--- src/rtl/perf_event_sched.sv ---
// Round-robin scheduler for three read-only perf counters sharing one incrementer, plus a
// four-phase req/ack read port. Define PERF_CLEAR_ON_READ_EN for destructive reads.

module perf_event_slot #(
  parameter int CNT_W  = 20,
  parameter int PEND_W = 3
) (
  input  logic             clk,
  input  logic             reset,
  input  logic             ev_i,
  input  logic             gnt_i,
  input  logic             clr_cnt_i,
  input  logic             clr_drop_i,
  output logic             pend_nz_o,
  output logic [CNT_W-1:0] cnt_o,
  output logic             drop_o
);
  localparam logic [PEND_W-1:0] PEND_MAX = '1;
  localparam logic [PEND_W-1:0] PEND_ONE = {{(PEND_W-1){1'b0}}, 1'b1};
  localparam logic [CNT_W-1:0]  CNT_ONE  = {{(CNT_W-1){1'b0}}, 1'b1};

  logic [PEND_W-1:0] pend_q, pend_d;
  logic [CNT_W-1:0]  cnt_q, cnt_d;
  logic              drop_q, drop_d;

  always_comb begin
    pend_d = pend_q;
    // a drop on the clearing edge must win so the loss is not hidden
    drop_d = drop_q & ~clr_drop_i;
    case ({ev_i, gnt_i})
      2'b10: begin
        if (pend_q == PEND_MAX) drop_d = 1'b1;
        else                    pend_d = pend_q + PEND_ONE;
      end
      2'b01:   pend_d = pend_q - PEND_ONE;
      default: ;
    endcase
    cnt_d = clr_cnt_i ? '0 : cnt_q;
    if (gnt_i) cnt_d = cnt_d + CNT_ONE;
  end

  always_ff @(posedge clk or posedge reset) begin
    if (reset) begin
      pend_q <= '0;
      cnt_q  <= '0;
      drop_q <= 1'b0;
    end else begin
      pend_q <= pend_d;
      cnt_q  <= cnt_d;
      drop_q <= drop_d;
    end
  end

  assign pend_nz_o = |pend_q;
  assign cnt_o     = cnt_q;
  assign drop_o    = drop_q;
endmodule

module perf_event_sched #(
  parameter int CNT_W  = 20,
  parameter int PEND_W = 3
) (
  input  logic             clk,
  input  logic             reset,
  input  logic             ev_instr_i,
  input  logic             ev_mem_acc_i,
  input  logic             ev_mem_corr_i,
  input  logic             rd_req_i,
  input  logic [1:0]       rd_sel_i,
  output logic             rd_ack_o,
  output logic [CNT_W-1:0] rd_data_o,
  output logic [2:0]       ev_drop_o,
  output logic             busy_o
);
  localparam logic [1:0] S_IDLE = 2'd0;
  localparam logic [1:0] S_CAPT = 2'd1;
  localparam logic [1:0] S_ACK  = 2'd2;

  logic [2:0]            ev, gnt, clr_cnt, pend_nz, drop;
  logic [2:0][CNT_W-1:0] cnt;
  logic                  clr_drop, capt, gnt_vld;
  logic [1:0]            gidx, rr_q, rr_d;
  logic [2:0]            cand;
  logic [1:0]            state_q, state_d, sel_q, sel_d;
  logic                  ack_q, ack_d;
  logic [CNT_W-1:0]      data_q, data_d;

  assign ev = {ev_mem_corr_i, ev_mem_acc_i, ev_instr_i};

  for (genvar i = 0; i < 3; i++) begin : g_slot
    perf_event_slot #(.CNT_W(CNT_W), .PEND_W(PEND_W)) u_slot (
      .clk        (clk),
      .reset      (reset),
      .ev_i       (ev[i]),
      .gnt_i      (gnt[i]),
      .clr_cnt_i  (clr_cnt[i]),
      .clr_drop_i (clr_drop),
      .pend_nz_o  (pend_nz[i]),
      .cnt_o      (cnt[i]),
      .drop_o     (drop[i])
    );
  end

  // search from the RR pointer upward, modulo 3
  always_comb begin
    gnt_vld = 1'b0;
    gidx    = rr_q;
    cand    = '0;
    for (int k = 0; k < 3; k++) begin
      cand = {1'b0, rr_q} + 3'(k);
      if (cand >= 3'd3) cand = cand - 3'd3;
      if (!gnt_vld && pend_nz[cand[1:0]]) begin
        gnt_vld = 1'b1;
        gidx    = cand[1:0];
      end
    end
    gnt  = gnt_vld ? (3'b001 << gidx) : 3'b000;
    rr_d = gnt_vld ? ((gidx == 2'd2) ? 2'd0 : gidx + 2'd1) : rr_q;
  end

  assign capt = (state_q == S_CAPT);

`ifdef PERF_CLEAR_ON_READ_EN
  assign clr_cnt  = (capt && sel_q != 2'd3) ? (3'b001 << sel_q) : 3'b000;
  assign clr_drop = capt && (sel_q == 2'd3);
`else
  assign clr_cnt  = 3'b000;
  assign clr_drop = 1'b0;
`endif

  always_comb begin
    state_d = state_q;
    sel_d   = sel_q;
    ack_d   = ack_q;
    data_d  = data_q;
    case (state_q)
      S_IDLE: if (rd_req_i) begin
        sel_d   = rd_sel_i;
        state_d = S_CAPT;
      end
      S_CAPT: begin
        // sampled before any increment committing on this same edge
        data_d  = (sel_q == 2'd3) ? {{(CNT_W-3){1'b0}}, drop} : cnt[sel_q];
        ack_d   = 1'b1;
        state_d = S_ACK;
      end
      S_ACK: if (!rd_req_i) begin
        ack_d   = 1'b0;
        state_d = S_IDLE;
      end
      default: begin
        ack_d   = 1'b0;
        state_d = S_IDLE;
      end
    endcase
  end

  always_ff @(posedge clk or posedge reset) begin
    if (reset) begin
      rr_q    <= 2'd0;
      state_q <= S_IDLE;
      sel_q   <= 2'd0;
      ack_q   <= 1'b0;
      data_q  <= '0;
    end else begin
      rr_q    <= rr_d;
      state_q <= state_d;
      sel_q   <= sel_d;
      ack_q   <= ack_d;
      data_q  <= data_d;
    end
  end

  assign rd_ack_o  = ack_q;
  assign rd_data_o = data_q;
  assign ev_drop_o = drop;
  assign busy_o    = |pend_nz;
endmodule

--- config.mk ---
export PLATFORM = sky130hd
export DESIGN_NAME = perf_event_sched
export DESIGN_NICKNAME = d
export VERILOG_FILES = /design/src/rtl/perf_event_sched.sv
export SDC_FILE = /design/constraint.sdc
export NUM_CORES = 1
export LEC_CHECK = 0
export CORE_ASPECT_RATIO = 1.2
export CORE_UTILIZATION = 34
export DETAILED_ROUTE_END_ITERATION = 10
export SLEW_MARGIN = 20
export SYNTH_ARGS = -nofsm -noshare
export SYNTH_HDL_FRONTEND = slang
export SYNTH_SLANG_ARGS = --single-unit
--- constraint.sdc ---
create_clock -name clk -period 4.1 [get_ports clk]
set_input_delay 1.23 -clock clk [delete_from_list [all_inputs] [get_ports clk]]
set_output_delay 1.23 -clock clk [all_outputs]
set_load 0.005 [all_outputs]
==> qor.txt <==
Status: finished, final reports clean
Largest net degree at the start of global routing: 65
Min cycle time layout: 3.10 ns
Leak pwr: 2.57 nW
Multi-input gate area: 2530 µm²
Pre-CTS WS: 0.676 ns
Switch share: 39.0%
Clock share of power: 19.9%
Setup bufs post-CTS: 0
Cell-internal power: 2.33 mW
Number of max-cap violations: 0
Wire length on met3: 220 µm
Fin nets: 553
Hold endpoint: rd_ack_o$_DFFE_PP0P_
Reg-to-Reg Start: rr_q[0]$_DFFE_PP0N_
Grt total ovfl: 0
Peak supply drop: 0.389 mV
Max-slew violation count: 0
Core Rows: 49
Total power: 3.83 mW
Worst setup startpoint: ev_mem_corr_i
DR vias: 3781
Final HPWL DP: 7730 µm
Hold Startpoint: state_q[1]$_DFFE_PP0P_
Seq pwr share: 38.7%
Clk root buf: clkbuf_16
Yosys cell types: 61
Crit path max fanout: 13
Drt first-iter violations: 142
DR WL met2: 5550 µm
Cell Pwr Density: 639 nW/µm²
Worst R2R End: g_slot[2].u_slot.pend_q[1]$_DFFE_PP0P_
Worst path slowest cell: clkdlybuf4s50_1
Most frequent cell after synthesis: dfrtp_1
First-pass GRT wire length: 18400 µm
Setup ws final: 1.00 ns
Fillers: 1489
Comb pwr share: 41.4%
Hold path cells: 1
WL/cell: 14.4 µm
WS Path Type: in -> reg
CP Cell Sequence: clkdlybuf4s50_1, or3_1, fa_1, inv_1, a21o_1, a32oi_1, o211ai_1
Hold Buf Count CTS: 0
Slew margin rel.: 57.0%
Routability Congestion: 0.773
# IOs: 33
# setup viols final: 0
Register area share after synthesis: 47.3%
Cells after synthesis: 516
Post-route ant nets: 0
Highest Signal Layer: met4
Antenna violations before repair: 0
Clock tree from TritonCTS: yes
Fin. Hold Viols: 0
CP max stage delay: 0.62 ns
R2R cell count: 11
Initial Utilization: 34.9%
Hold Slack: 0.469 ns
Top FF cell, synth: dfrtp_1
Total track usage: 15.2%
Crit path DAT: 3.31 ns
Avg Cell Area, Syn: 10.2 µm²
Via density: 5.08
Reg clk slew, reported paths: 0.07 ns
Metal-1 WL: 4710 µm
Post-synth top area share: 47.3%
Startpoint Class: primary input
Worst min path class: reg -> reg
Top delay family on crit path: buffers and inverters
DRT Wirelength: 10700 µm
Setup_tns: 0 ns
Synth Net Count: 533
Num Clock Sinks: 99
Buf/Inv on CP: 2
Clock buffer depth: 2
H-tree levels: 3
Post-synth top area cell: dfrtp_1
Most frequent cells after synthesis: 99 x dfrtp_1, 49 x nand2_1, 41 x xnor2_1, 40 x nor2_1, 27 x o21ai_0
First-pass DRT Iterations: 4
Die X: 115 µm
Post-CTS sizing: 0
WP depth: 7
Die H: 138 µm
Worst Path Required: 4.32 ns
R2R setup slack: 1.07 ns
Layout cells sized above 1: 8.32%
Synth top area cells: dfrtp_1 47%, xnor2_1 6.9%, mux2i_1 3.8%
CP endpoint kind: flip-flop
Least-Margin Pin Slew: 0.643 ns
PortBufs: 32
Remaining DRCs: 0
Clock buffer count from CTS: 9
Fmax achieved: 323 MHz
Register Area: 2480 µm²
Layout Utilization: 39.8%
Synth Cell Area: 5240 µm²
Die ar.: 15900 µm²
Final period utilization: 75.5%
Diode count: 0
P_sw: 1.49 mW
Clk Latency, worst-skew pair: 0.35 ns
Number of flops mapped to enable cells by yosys: 0
RSZ-0062 raised after global routing: false
Async SR Flop Fraction: 100%
Final Skew: 0.00571 ns
Vias in the first global route: 3800
Area added between synthesis and finish: 14.2%
Core Region: 15000 µm²
Ys Warns: 0
#FFs+latches synth: 99
## placed cells by master, fill, tap and decap left out, drive strengths merged, types with 3 or more instances in the layout
master	n
o21ai	28
xnor2	41
mux2i	23
nor3	11
nand3	23
nor2b	4
inv	21
clkdlybuf4s50	32
clkinv	4
a221oi	5
a21o	3
nor2	40
nand4	14
and3	14
buf	6
nand2	49
fa	3
or3	3
xor2	18
ha	6
a21oi	23
and4	5
clkbuf	13
mux4	3
dfrtp	99
mux2	8
and2	6
a211oi	4
o22ai	3
## cells by family after synthesis
kind of cell	count (synthesis)	synth area share, %
compound gates	87	10.8
xor+xnor	59	9.86
mux	34	7.95
flops	99	47.3
fa+ha+maj	9	2.58
buf+inv	51	4.44
simple gates	177	17.1
## sequential cells by signal, indices dropped and copies added (netlist names)
register,cells
rd_data_o,20
state_q,2
g_slot.u_slot.pend_q,9
g_slot.u_slot.cnt_o,60
rd_ack_o,1
sel_q,2
rr_q,2
g_slot.u_slot.drop_o,3
## worst reg2reg max path, cell delays in order (launching register included)
cell and delay (ns):
dfrtp_1 0.37, inv_1 0.07, ha_1 0.42, and2_1 0.22, o21ai_0 0.28, o21ai_2 0.19
or3_1 0.36, fa_1 0.51, inv_1 0.07, a21o_1 0.15, a32oi_1 0.15, o211ai_1 0.11
## layout make-up
type,instances,share of cell area [%]
flip-flops and latches,99,41.4
multi-input cells,366,42.3
well taps,204,4.27
clock buffers,13,4.02
clock inverters,3,0.251
inverters,22,1.42
repair buffers,38,6.32
## power groups by stage
| stage | clock network (mW) | registers (mW) | logic, mW |
|---|---|---|---|
| global route | 0.823 | 1.52 | 1.79 |
| CTS | 0.789 | 1.48 | 1.60 |
| floorplan | 0 | 1.36 | 1.36 |
| global placement | 0 | 1.49 | 1.53 |
| finish | 0.762 | 1.48 | 1.58 |
| detailed placement | 0 | 1.50 | 1.60 |
## layer usage
metal | GRT usage (%) | up-vias
li1 | - | 1840
met1 | 18.0 | 1868
met2 | 26.3 | 58
met3 | 2.49 | 15
met4 | 7.72 | 0
met5 | 0 | -
## how the worst max path moves through the flow
stage,end,slack [ns]
after floorplan,g_slot[0].u_slot.cnt_o[0]$_DFFE_PP0P_,0.28
after global placement,g_slot[2].u_slot.pend_q[1]$_DFFE_PP0P_,0.74
after detailed placement,g_slot[2].u_slot.pend_q[1]$_DFFE_PP0P_,0.68
after CTS,busy_o,1.02
after global routing,g_slot[1].u_slot.pend_q[1]$_DFFE_PP0P_,0.90
final,g_slot[2].u_slot.pend_q[1]$_DFFE_PP0P_,1.00
## through the flow
step | cell area, µm² | std cells
after global placement | 5730 | 729
final | 5980 | 745
after floorplan | 5240 | 516
after detailed placement | 5730 | 729
after global routing | 5980 | 745
after CTS | 5980 | 745
(Power assumes the default switching activity.)
